**config.mk**
```make
export PLATFORM = sky130hd
export DESIGN_NAME = two_wire_tx
export DESIGN_NICKNAME = d
export VERILOG_FILES = /design/src/rtl/two_wire_pkg.sv /design/src/rtl/two_wire_tx_bit_timer.sv /design/src/rtl/two_wire_tx.sv
export SDC_FILE = /design/constraint.sdc
export NUM_CORES = 1
export LEC_CHECK = 0
export ABC_AREA = 0
export CAP_MARGIN = 0
export CELL_PAD_IN_SITES_DETAIL_PLACEMENT = 1
export CELL_PAD_IN_SITES_GLOBAL_PLACEMENT = 1
export CORE_ASPECT_RATIO = 0.9
export CORE_UTILIZATION = 25
export CTS_BUF_LIST = sky130_fd_sc_hd__clkbuf_16
export DETAILED_ROUTE_END_ITERATION = 10
export PLACE_DENSITY_LB_ADDON = 0.1
export SYNTH_ARGS = -nofsm -noshare
export SYNTH_HDL_FRONTEND = slang
export SYNTH_SLANG_ARGS = --single-unit
export TNS_END_PERCENT = 100
```
**constraint.sdc**
```tcl
create_clock -name clk -period 7 [get_ports clk]
set_input_delay 0.7 -clock clk [delete_from_list [all_inputs] [get_ports clk]]
set_output_delay 0.7 -clock clk [all_outputs]
set_load 0.02 [all_outputs]
```
**src/rtl/two_wire_pkg.sv**
```systemverilog
// Shared definitions for the two-wire serial link (transmitter, receiver, bench).
package two_wire_pkg;

    typedef enum logic [2:0] {
        IDLE,
        START,
        DATA,
        PARITY,
        STOP
    } tx_state_e;

    localparam logic SCLK_IDLE = 1'b1;
    localparam logic SDAT_IDLE = 1'b1;

    // Busy duration of one frame: start half-bit, payload (+parity) bits, stop bit.
    function automatic int frame_cycles(input int data_w, input int clk_div, input int p);
        return clk_div / 2 + (data_w + p + 1) * clk_div;
    endfunction

endpackage

```
**src/rtl/two_wire_tx_bit_timer.sv**
```systemverilog
// Half-bit timer for two_wire_tx: free-running down-counter that pulses
// half_tick for one cycle every HALF cycles, restarted by load.
module tx_bit_timer #(
    parameter int HALF = 25
) (
    input  logic clk,
    input  logic rst,
    input  logic load,
    output logic half_tick
);

    localparam int TW = (HALF > 1) ? $clog2(HALF) : 1;

    logic [TW-1:0] cnt_q, cnt_d;

    // NOTE: every signal assigned here gets a value on every path, so no latch is inferred.
    always_comb begin
        half_tick = (cnt_q == '0) && !load;
        cnt_d     = cnt_q - TW'(1);
        if (load || half_tick) begin
            cnt_d = TW'(HALF - 1);
        end
    end

    // NOTE: sequential state uses non-blocking assignments only.
    always_ff @(posedge clk) begin
        if (rst) begin
            cnt_q <= TW'(HALF - 1);
        end else begin
            cnt_q <= cnt_d;
        end
    end

endmodule

```
**src/rtl/two_wire_tx.sv**
```systemverilog
// Two-wire synchronous serial transmitter (start/stop framed, MSB first).
// Optional even-parity bit when TWO_WIRE_TX_PARITY_EN is defined.
module two_wire_tx
    import two_wire_pkg::*;
#(
    parameter int DATA_W  = 16,
    parameter int CLK_DIV = 50
) (
    input  logic              clk,
    input  logic              rst,
    input  logic              start,
    input  logic [DATA_W-1:0] din,
    output logic              busy,
    output logic              done,
    output logic              sclk_o,
    output logic              sdat_o
);

    localparam int CW   = $clog2(DATA_W + 1);
    localparam int HALF = CLK_DIV / 2;

    tx_state_e         state_q, state_d;
    logic [DATA_W-1:0] shreg_q, shreg_d;
    logic [CW-1:0]     bit_cnt_q, bit_cnt_d;
    logic              sclk_q, sclk_d;
    logic              sdat_q, sdat_d;
    logic              busy_q, busy_d;
    logic              done_q, done_d;
    logic              timer_load;
    logic              half_tick;
`ifdef TWO_WIRE_TX_PARITY_EN
    logic              parity_q, parity_d;
`endif

    tx_bit_timer #(
        .HALF (HALF)
    ) u_bit_timer (
        .clk       (clk),
        .rst       (rst),
        .load      (timer_load),
        .half_tick (half_tick)
    );

    always_comb begin
        state_d    = state_q;
        shreg_d    = shreg_q;
        bit_cnt_d  = bit_cnt_q;
        sclk_d     = sclk_q;
        sdat_d     = sdat_q;
        busy_d     = busy_q;
        done_d     = 1'b0;
        timer_load = 1'b0;
`ifdef TWO_WIRE_TX_PARITY_EN
        parity_d   = parity_q;
`endif

        case (state_q)
            IDLE: begin
                if (start) begin
                    state_d    = START;
                    shreg_d    = din;
                    bit_cnt_d  = CW'(DATA_W);
                    sclk_d     = SCLK_IDLE;
                    sdat_d     = 1'b0;
                    busy_d     = 1'b1;
                    timer_load = 1'b1;
`ifdef TWO_WIRE_TX_PARITY_EN
                    parity_d   = ^din;
`endif
                end
            end
            START: begin
                if (half_tick) begin
                    state_d   = DATA;
                    sclk_d    = 1'b0;
                    sdat_d    = shreg_q[DATA_W-1];
                    shreg_d   = shreg_q << 1;
                    bit_cnt_d = bit_cnt_q - CW'(1);
                end
            end
            DATA: begin
                if (half_tick) begin
                    if (!sclk_q) begin
                        sclk_d = 1'b1;
                    end else if (bit_cnt_q == '0) begin
                        sclk_d  = 1'b0;
`ifdef TWO_WIRE_TX_PARITY_EN
                        state_d = PARITY;
                        sdat_d  = parity_q;
`else
                        state_d = STOP;
                        sdat_d  = 1'b0;
`endif
                    end else begin
                        sclk_d    = 1'b0;
                        sdat_d    = shreg_q[DATA_W-1];
                        shreg_d   = shreg_q << 1;
                        bit_cnt_d = bit_cnt_q - CW'(1);
                    end
                end
            end
`ifdef TWO_WIRE_TX_PARITY_EN
            PARITY: begin
                if (half_tick) begin
                    if (!sclk_q) begin
                        sclk_d = 1'b1;
                    end else begin
                        state_d = STOP;
                        sclk_d  = 1'b0;
                        sdat_d  = 1'b0;
                    end
                end
            end
`endif
            STOP: begin
                // Data rising while the clock is high marks the stop condition.
                if (half_tick) begin
                    if (!sclk_q) begin
                        sclk_d = 1'b1;
                    end else begin
                        state_d = IDLE;
                        sdat_d  = SDAT_IDLE;
                        busy_d  = 1'b0;
                        done_d  = 1'b1;
                    end
                end
            end
            default: begin
                state_d = IDLE;
                sclk_d  = SCLK_IDLE;
                sdat_d  = SDAT_IDLE;
                busy_d  = 1'b0;
            end
        endcase
    end

    always_ff @(posedge clk) begin
        if (rst) begin
            state_q   <= IDLE;
            bit_cnt_q <= '0;
            sclk_q    <= SCLK_IDLE;
            sdat_q    <= SDAT_IDLE;
            busy_q    <= 1'b0;
            done_q    <= 1'b0;
`ifdef TWO_WIRE_TX_PARITY_EN
            parity_q  <= 1'b0;
`endif
        end else begin
            state_q   <= state_d;
            bit_cnt_q <= bit_cnt_d;
            sclk_q    <= sclk_d;
            sdat_q    <= sdat_d;
            busy_q    <= busy_d;
            done_q    <= done_d;
`ifdef TWO_WIRE_TX_PARITY_EN
            parity_q  <= parity_d;
`endif
        end
    end

    // NOTE: pure datapath register, left without reset; it is always loaded on accept before use.
    always_ff @(posedge clk) begin
        shreg_q <= shreg_d;
    end

    assign busy   = busy_q;
    assign done   = done_q;
    assign sclk_o = sclk_q;
    assign sdat_o = sdat_q;

endmodule

```
# After elaboration in Yosys (flattened, before gate mapping)
# Cells that the tools add are included.
[classes]
n_eq_ne = 11
addsub = 2
n_reduce_logical = 15
muxes = 40
bitwise = 3
[op_table]
columns = ["op", "n"]
rows = [
  ["2-to-1 mux 16 bit", 5],
  ["case mux 16 bit (3 select lines)", 1],
  ["2-to-1 mux 5 bit", 5],
  ["2-to-1 mux 3 bit", 7],
  ["2-to-1 mux 1 bit", 17],
  ["!= test 2 bit, second input constant", 8],
  ["case mux 5 bit (3 select lines)", 1],
  ["case mux 3 bit (4 select lines)", 1],
  ["AND reduction 6 bit", 2],
  ["logical NOT 5 bit", 2],
  ["subtractor 5 x 1 -> 5 bit, second input constant", 2],
  ["case mux 1 bit (4 select lines)", 2],
  ["AND reduction 4 bit", 2],
  ["AND reduction 7 bit", 1],
  ["OR reduction 2 bit", 2],
  ["equality test 3 x 1 -> 1 bit, second input constant", 1],
  ["equality test 3 x 2 -> 1 bit, second input constant", 1],
  ["equality test 3 bit, second input constant", 1],
  ["logical NOT 3 bit", 1],
  ["NOT 1 bit", 3],
  ["case mux 1 bit (3 select lines)", 1],
  ["nonzero test 3 bit", 1],
  ["OR reduction 3 bit", 1],
  ["logical AND 1 bit", 1],
  ["other kinds (2)", 2],
]
[totals]
output_inout_bits = 4
wordCells = 79
input_bits = 19
regBits = 33

# Depth between registers and ports, before layout
# Gate-level depths: netlist (run 1).
[depth]
word_depth = 6
ltp_mapped = 7

# Cells and area by module
# Synthesis (run 1) repeated with hierarchy kept, for this count alone.
[hier_totals]
cells_unflattened = 149
hier_area_um2 = 1584.0
[by_module_without_submodules]
columns = ["module", "area_each_um2", "seq_area_each_um2", "cells_per_inst", "instances"]
rows = [
  ["two_wire_tx", 1378.8, 720.7, 129, 1],
  ["tx_bit_timer", 205.2, 100.1, 20, 1],
]

# Least setup slack after synthesis (run 1)
# Ideal clock, no wire load.
[synth_path]
kind = "input -> register"
start = "input port start"
end = "register shreg_q[0], enable pin"
arrival_time_ns = 1.887
required_ns = 6.612
path_stages = 4
path_buffers = 1
setup_time_ns = 0.388
path_slack_ns = 4.725
path_cell_list = "or4b_1 > clkbuf_1 > a211oi_1 > nor2_1"
[synth_between]
elab_chain_cells = 6
[synth_lines]
columns = ["element", "line", "text"]
rows = [
  ["from (decl)", "two_wire_tx.sv:11", "input logic start,"],
  ["2-to-1 mux 1 bit", "two_wire_tx.sv:59", "if (start) begin"],
  ["2-to-1 mux 1 bit", "two_wire_tx.sv:57", "case (state_q)"],
  ["logical NOT 1 bit", "two_wire_tx_bit_timer.sv:18", "half_tick = (cnt_q == '0) && !load;"],
  ["logical AND 1 bit", "two_wire_tx_bit_timer.sv:18", ""],
  ["!= test 2 bit (no source line)", "n/a", ""],
  ["AND reduction 6 bit (no source line) *", "n/a", ""],
  ["to (signal assigned)", "two_wire_tx.sv:163", "shreg_q <= shreg_d;"],
  ["to (decl)", "two_wire_tx.sv:23", "logic [DATA_W-1:0] shreg_q, shreg_d;"],
]
# Mark *: on every way between the ends. The rest lies on a longest branch, timed or not.
# A chain may end at the register's enable or synchronous reset.

# Worst setup path in the final report (run 1)
[layout_path]
start = "input port start"
end = "register shreg_q[3], enable pin"
# Same word-level chain as after synthesis.

==> results of run 1 <==
## flip-flops by register name, indices dropped and copies added (netlist names)
name               count
bit_cnt_q              5
sdat_o                 1
sclk_o                 1
state_q                3
busy                   1
u_bit_timer.cnt_q      5
done                   1
shreg_q               16
## per-layer routing
metal  GRT usage (%)  wire (um)  up-vias
li1                -          -      663
met1           15.57       1733      625
met2           20.16       1770       18
met3           3.575        113        6
met4           4.500         58        0
met5               0          0        -
## worst max-delay path by stage
stage	start	slack (ps)	depth (start not counted)	to
CTS	start	4390	5	shreg_q[2]
floorplan	start	4720	4	shreg_q[0]
detailed placement	start	4120	5	shreg_q[3]
global placement	start	4170	5	shreg_q[3]
global route	start	4270	5	shreg_q[3]
finish	start	4390	5	shreg_q[3]
## placed cells by master, fill, tap and decap left out, types with 2 or more instances in the layout
| cell | n |
|---|---|
| or4_1 | 5 |
| or2_2 | 3 |
| a21oi_1 | 8 |
| nand2_1 | 50 |
| a311oi_1 | 2 |
| nand2b_1 | 3 |
| a211oi_1 | 3 |
| clkbuf_16 | 5 |
| and2_1 | 2 |
| dfxtp_1 | 17 |
| a22oi_1 | 2 |
| xnor2_1 | 5 |
| o21ai_0 | 6 |
| edfxtp_1 | 16 |
| nor3_1 | 4 |
| or4b_1 | 2 |
| nor2_1 | 12 |
| nand3_1 | 4 |
| inv_1 | 7 |
| clkdlybuf4s50_1 | 22 |
| ha_1 | 2 |
## per-stage QoR
stage	std cells	utilization (%)
6_report	285	33.48
3_3_place_gp	277	30.83
4_1_cts	285	33.48
5_1_grt	285	33.48
3_5_place_dp	277	30.83
2_1_floorplan	178	-
## worst max-delay path: stages
cell	delay (ps)
clkdlybuf4s50_1	540
or4b_1	590
a211oi_1	470
nor2_1	80
buf_4	240
## logic make-up after synthesis
family,Yosys count,synth area share (%)
compound gates,31,13.56
flops,33,51.13
simple gates,90,26.73
xor+xnor,5,2.728
buf+inv,17,4.287
fa+ha+maj,2,1.559
## report_power, final
| part | switching (mW) | total, mW | leakage (nW) | internal, mW |
|---|---|---|---|---|
| clock | 0.0783 | 0.243 | 0.0826 | 0.165 |
| sequential | 0.0240 | 0.283 | 0.295 | 0.259 |
| combinational | 0.0892 | 0.150 | 0.395 | 0.0605 |
| total | 0.192 | 0.676 | 0.773 | 0.484 |
## layout make-up
cell class                 count  area [sq um]  share of cell area, %
clock buffer                   5         125.1                  6.079
clock inverter                 3         37.54                  1.824
inverter                       6         22.52                  1.094
multi-input combinational    128         715.7                  34.77
sequential                    33         820.8                  39.88
tap                           87         108.9                  5.289
timing repair buffer          23         227.7                  11.06
==> results.json, run 1 <==
{
  "setup_slack_ps": 4392,
  "critical_path_required_ps": 7020,
  "ios": 23,
  "timing.final.crit_share_pct": 37.25,
  "antenna_found_initial": 0,
  "hp-class": "reg -> reg",
  "grt_setup_unrepaired": "no",
  "drive_above_1_share_pct": 6.566,
  "core-area_sq_mm": 0.006148,
  "power_mw": 0.6757,
  "worstRegToRegCells": 6,
  "grt_pass1_vias": 1388,
  "end_kind": "flop",
  "drtPass1Iterations": 4,
  "netlist.area_leader.share_pct": 29.93,
  "dp_hpwl_um": 2636,
  "fill_cells": 726,
  "grt_pass1_wl_um": 6444,
  "cts-htree-levels": 2,
  "root_buffer": "clkbuf_16",
  "yosys.cell_count.top_type": "nand2_1",
  "cts_made_buffers": 5,
  "synth_seq_area_share_pct": 51.13,
  "stdcell_area_sq_mm": 0.002058,
  "holdBufCountCts": 0,
  "drv_slew": 0,
  "clk_latency_ps": 270,
  "period_minus_slack_ps": 2608,
  "num_vias": 1312,
  "hp-start": "u_bit_timer.cnt_q[0]",
  "grt_max_degree": 22,
  "cap_viol_max_count": 0,
  "synthTopCellsByCount": "nand2_1, dfxtp_1, edfxtp_1",
  "die_w_um": 86.47,
  "routabilityCongestion": 0.7176,
  "power_density_mw_per_mm2": 328.3,
  "drt-vias-per-instance": 4.604,
  "arrival_ps": 2630,
  "r2r-end": "shreg_q[3]",
  "synth-edff-count": 16,
  "pre_cts_ws_ps": 4115,
  "post_cts_buffers": 0,
  "crit_type": "in -> reg",
  "synth.distinct_cells": 36,
  "start_util_pct": 26.11,
  "setup_viol": 0,
  "row_count": 27,
  "syn_area_per_cell_sq_um": 9.018,
  "relSlewSlack_pct": 34.67,
  "syn2layout_area_growth_pct": 28.21,
  "vdd_drop_max_uv": 132.3,
  "routed_wl_um": 3675,
  "clk_pin_slew_ps": 50,
  "reg2reg_slack_ps": 4480,
  "drtIter0Drc": 51,
  "drc": 0,
  "final_hold_viol_count": 0,
  "yosysWarnings": 0,
  "post_cts_resized": 0,
  "fin_skew_ps": 2.707,
  "synth_seq_cells": 33,
  "status": "finished, final reports clean",
  "fmaxAchievable_mhz": 383.5,
  "startpoint_type": "input port",
  "placed_cell_area_sq_mm": 0.001896,
  "portBuffers": 22,
  "drtAntennaViolNets": 0,
  "synth_area_sq_mm": 0.001605,
  "leakagePower_nw": 0.7730,
  "cts_tree": "done",
  "tns_ps": 0,
  "grt.total_usage_pct": 12.39,
  "synthArstFlopShare_pct": 0,
  "cp_max_fo": 16,
  "synthesis.nets": 199,
  "hold_path_end": "u_bit_timer.cnt_q[0]",
  "antenna_cells": 0,
  "synth_cells": 178,
  "dieArea_sq_mm": 0.006746,
  "die_h_um": 78.02,
  "holdWs_ps": 461.6,
  "nNetsFinal": 218,
  "worst_slew_pin_slew_ps": 976.3,
  "hold_depth": 1,
  "clockBufferDepth": 2,
  "grt-ovfl-total": 0,
  "netlist_top_cells_area": "edfxtp_1, dfxtp_1, nand2_1, nor2_1, xnor2_1",
  "cts_sinks": 33,
  "yosysTopAreaCell": "edfxtp_1",
  "wl_per_cell_um": 12.89,
  "timing.rr.start": "bit_cnt_q[0]",
  "ys.flop_type": "dfxtp_1"
}
Power figures use the tool's default switching activity.
==> run 2: changes to the inputs <==
clock period = 2.3 ns   (was 7 ns; I/O delays follow)
==> run 2 against run 1 <==
Effect of this change: sequential power increased to 3.0 times the previous value; largest cell class unchanged; via count increased by 3.7%; combinational power increased to 3.7 times the previous value; first-iteration DRC count decreased by 29%; highest routed layer unchanged; clock skew increased by 2.9 ps; count of clock-buffer cells in the layout unchanged.
==> results.json, run 2 (synthesis results as in run 1) <==
{
  "syn2layout_area_growth_pct": 34.68,
  "cts_sinks": 33,
  "largest_reg_flops": 16,
  "drtIter0Drc": 36,
  "timing.rr.start": "bit_cnt_q[0]",
  "post_cts_resized": 0,
  "hp-class": "reg -> reg",
  "drtAntennaViolNets": 0,
  "p_seq_share_pct": 39.6,
  "regMostFlops": "shreg_q",
  "reg2reg_slack_ps": 180,
  "power.switching_mw": 0.6195,
  "crit_type": "reg -> reg",
  "antenna_found_initial": 0,
  "leakagePower_nw": 0.8259,
  "antenna_cells": 0,
  "startpoint_type": "flop",
  "dieArea_sq_mm": 0.006746,
  "comb_power_share_pct": 25.4,
  "post_cts_buffers": 0,
  "relSlewSlack_pct": 68.23,
  "hp-start": "u_bit_timer.cnt_q[0]",
  "fin_skew_ps": 5.606,
  "ios": 23,
  "cts-htree-levels": 2,
  "fmaxAchievable_mhz": 472.0,
  "cap_viol_max_count": 0,
  "r2r-end": "bit_cnt_q[4]",
  "final_common_cell": "nand2_1",
  "start_util_pct": 26.11,
  "grt_setup_unrepaired": "no",
  "cp_max_fo": 10,
  "drive_above_1_share_pct": 12.44,
  "clk_latency_ps": 280,
  "routed_wl_um": 4114,
  "timing.final.crit_share_pct": 92.12,
  "grt_pass1_vias": 1479,
  "worst_slew_pin_slew_ps": 475.0,
  "tns_ps": 0,
  "period_minus_slack_ps": 2119,
  "pre_cts_ws_ps": 118.5,
  "clockBufferDepth": 2,
  "largestRegisters": "shreg_q x16, bit_cnt_q x5, u_bit_timer.cnt_q x5",
  "row_count": 27,
  "grt-ovfl-total": 0,
  "hold_depth": 1,
  "dp_hpwl_um": 2993,
  "drtPass1Iterations": 4,
  "portBuffers": 22,
  "cts_made_buffers": 5,
  "drt-vias-per-instance": 4.595,
  "core-area_sq_mm": 0.006148,
  "drc": 0,
  "setup_viol": 0,
  "die_w_um": 86.47,
  "end_kind": "flop",
  "holdBufCountCts": 0,
  "setup_slack_ps": 181.3,
  "clk_pin_slew_ps": 50,
  "drv_slew": 0,
  "wl_per_cell_um": 13.90,
  "routabilityCongestion": 0.7114,
  "hold_path_end": "u_bit_timer.cnt_q[0]",
  "grt_max_degree": 18,
  "p_int_mw": 1.536,
  "power_density_mw_per_mm2": 996.8,
  "cts_tree": "done",
  "arrival_ps": 2300,
  "worstRegToRegCells": 7,
  "critical_path_required_ps": 2480,
  "num_vias": 1360,
  "die_h_um": 78.02,
  "vdd_drop_max_uv": 389.3,
  "final_hold_viol_count": 0,
  "dp_cells": 288,
  "swShare_pct": 28.75,
  "root_buffer": "clkbuf_16",
  "final_cell_mix": "nand2_1, clkdlybuf4s50_1, dfxtp_1",
  "grt.total_usage_pct": 13.47,
  "grt_pass1_wl_um": 6824,
  "status": "finished, final reports clean",
  "clkPwrFrac_pct": 34.9,
  "nNetsFinal": 229,
  "fin_cells": 296
}
## run 2: cell count changes in the layout (fill, tap and decap cells not counted), sizes merged
cell / delta
buf: +11
clkinvlp: +1
inv: -1
## run 2: worst max-delay path, cell delays in order (launching register included)
cell and delay (ps):
dfxtp_1 320, inv_1 60, ha_1 190, or4b_2 680
a22oi_2 210, buf_4 200, nor3_1 60, a221oi_1 280
## run 2: final cells by class
class | count | area (sq um)
Tap cell | 87 | 108.9
Sequential cell | 33 | 820.8
Multi-Input combinational cell | 128 | 720.7
Inverter | 6 | 22.52
Clock buffer | 5 | 125.1
Clock inverter | 3 | 41.29
Fill cell | 735 | 3986
Timing Repair Buffer | 34 | 322.8
## run 2: power groups by stage
stage	Sequential (mW)	Combinational [mW]	Clock [mW]
global route	0.870	0.618	0.803
global placement	0.858	0.530	0
finish	0.854	0.548	0.753
detailed placement	0.868	0.555	0
floorplan	0.850	0.339	0
CTS	0.857	0.558	0.782
## run 2: how the worst max path moves through the flow
stage	end	start	cells after the start	slack (ps)
6_report	bit_cnt_q[4]	bit_cnt_q[0]	7	180
5_1_grt	bit_cnt_q[4]	bit_cnt_q[0]	7	40
4_1_cts	bit_cnt_q[4]	bit_cnt_q[0]	7	160
3_5_place_dp	shreg_q[4]	start	5	120
3_3_place_gp	shreg_q[3]	start	5	190
2_1_floorplan	shreg_q[0]	u_bit_timer.cnt_q[0]	5	30
## run 2: per-layer routing
metal,vias to the layer above,share of wire (%),global-route usage [%],routed length [um]
li1,686,-,-,-
met1,655,44,14.45,1801
met2,12,52,24.76,2139
met3,7,3.1,4.732,128
met4,0,1.1,3.833,44
met5,-,0,0,0
## run 2: through the flow
stage	hold WS (ps)	util (%)	cell area (sq um)	total power, mW
2_1_floorplan	347.0	-	1605	1.189
3_3_place_gp	426.0	32.38	1991	1.388
3_5_place_dp	451.3	32.38	1991	1.423
4_1_cts	464.4	35.08	2157	2.197
5_1_grt	472.4	35.16	2162	2.291
6_report	460.8	35.16	2162	2.155
==> run 3: changes to the inputs <==
CORE_UTILIZATION = 36   (was 25)
==> run 3 against run 2 <==
Effect of this change: clock skew up 1.2 ps; total power down 7.5%; register-to-register slack worse by 30 ps; sequential power about the same; non-clock buffer count unchanged; combinational power down 4.6%; sequential share of layout area up 1.3 points; critical path depth down 1; sequential cell count unchanged; final cell count down 9.1%; highest routed layer unchanged.
==> results.json, run 3 (synthesis results as in run 1) <==
{
  "status": "finished, final reports clean",
  "dp_hpwl_um": 2727,
  "grt_pass1_wl_um": 6368,
  "end_kind": "flop",
  "die_h_um": 65.35,
  "grt_setup_unrepaired": "no",
  "clockBufferDepth": 2,
  "clk_latency_ps": 270,
  "grt.total_usage_pct": 17.90,
  "post_cts_buffers": 0,
  "grt-ovfl-total": 0,
  "arrival_ps": 2340,
  "num_vias": 1340,
  "cts-htree-levels": 2,
  "startpoint_type": "flop",
  "crit_type": "reg -> reg",
  "fmaxAchievable_mhz": 466.2,
  "drtIter0Drc": 25,
  "post_cts_resized": 0,
  "start_util_pct": 38.37,
  "power_density_mw_per_mm2": 954.5,
  "row_count": 22,
  "routed_wl_um": 3743,
  "routabilityCongestion": 0.8769,
  "drc": 0,
  "antenna_found_initial": 0,
  "period_minus_slack_ps": 2145,
  "cpMaxStageDelayCell": "or4b_1",
  "crit_chain": "inv_1 > ha_1 > or4b_1 > a31o_4 > or4_1 > a21oi_1",
  "regMostFlops": "shreg_q",
  "drt-vias-per-instance": 4.981,
  "drive_above_1_share_pct": 11.48,
  "final_hold_viol_count": 0,
  "setup_viol": 0,
  "final_cell_mix": "nand2_1, clkdlybuf4s50_1, dfxtp_1",
  "wl_per_cell_um": 13.91,
  "clk_pin_slew_ps": 50,
  "antenna_cells": 0,
  "root_buffer": "clkbuf_16",
  "drtAntennaViolNets": 0,
  "drtPass1Iterations": 3,
  "final_common_cell": "nand2_1",
  "hp-class": "reg -> reg",
  "placed_cell_area_sq_mm": 0.001944,
  "relSlewSlack_pct": 66.85,
  "core-area_sq_mm": 0.004184,
  "grt_max_degree": 17,
  "worst_slew_pin_slew_ps": 495.7,
  "nNetsFinal": 229,
  "ios": 23,
  "fin_skew_ps": 6.801,
  "critical_path_required_ps": 2500,
  "fill_cells": 505,
  "largest_reg_flops": 16,
  "cap_viol_max_count": 0,
  "cp_max_fo": 5,
  "syn2layout_area_growth_pct": 30.16,
  "tns_ps": 0,
  "cpPeakStageDelay_ps": 570,
  "largestRegisters": "shreg_q x16, bit_cnt_q x5, u_bit_timer.cnt_q x5",
  "cts_made_buffers": 5,
  "portBuffers": 22,
  "dieArea_sq_mm": 0.004731,
  "die_w_um": 72.39,
  "stdcell_area_sq_mm": 0.002090,
  "vdd_drop_max_uv": 498.2,
  "drv_slew": 0,
  "grt_pass1_vias": 1375,
  "holdBufCountCts": 0,
  "cts_tree": "done",
  "leakagePower_nw": 0.8207,
  "cts_sinks": 33,
  "timing.final.crit_share_pct": 93.27
}
==> run 3: final timing paths <==
| path | start | end | slack [ps] | cells past startpoint |
|---|---|---|---|---|
| worst min-delay path | u_bit_timer.cnt_q[0] | u_bit_timer.cnt_q[0] | 440 | 1 |
| worst min register to register | u_bit_timer.cnt_q[0] | u_bit_timer.cnt_q[0] | 440 | 1 |
| worst max register to register | u_bit_timer.cnt_q[0] | state_q[2] | 150 | 6 |
| worst max-delay path | u_bit_timer.cnt_q[0] | state_q[2] | 150 | 6 |
==> run 3: per-layer routing <==
layer  wire (um)  vias up  part of all wire [%]  track usage, %
met5           0        -                     0               0
met4          44        0                   1.2           7.598
met3          81        5                   2.2           4.141
met2        1877       11                    50           29.91
met1        1739      640                    46           22.11
li1            -      684                     -               -
==> run 3: critical path, delay by kind of cell (launching register included) <==
family	cells	cell delay (ps)
AOI/OAI and AO/OA	2	450
and+or+nand+nor	2	1050
buffers and inverters	1	60
adders and majority gates	1	210
DFF	1	310
==> run 3: area by class of cell <==
| cell class | count | area (sq um) | area share [%] |
|---|---|---|---|
| flip-flops and latches | 33 | 820.8 | 39.28 |
| clock buffers | 5 | 125.1 | 5.988 |
| inverters | 6 | 22.52 | 1.078 |
| well taps | 60 | 75.07 | 3.593 |
| multi-input cells | 128 | 724.4 | 34.67 |
| repair buffers | 34 | 310.3 | 14.85 |
| clock inverters | 3 | 11.26 | 0.5389 |
==> run 3: metrics by stage <==
stage	worst slack, ps	hold WS, ps	cells	power [mW]	util [%]
after floorplan	26.13	347.0	178	1.189	-
final	154.9	435.3	269	1.994	49.94
after CTS	78.71	440.9	269	2.015	49.73
after global placement	212.1	424.6	261	1.362	46.47
after global routing	44.74	454.2	269	2.123	49.94
after detailed placement	94.36	434.3	261	1.392	46.47
==> run 3: report_power, final <==
| group | switching, mW | internal [mW] | total [mW] |
|---|---|---|---|
| clock network | 0.228 | 0.388 | 0.616 |
| logic | 0.294 | 0.230 | 0.523 |
| registers | 0.0676 | 0.787 | 0.855 |
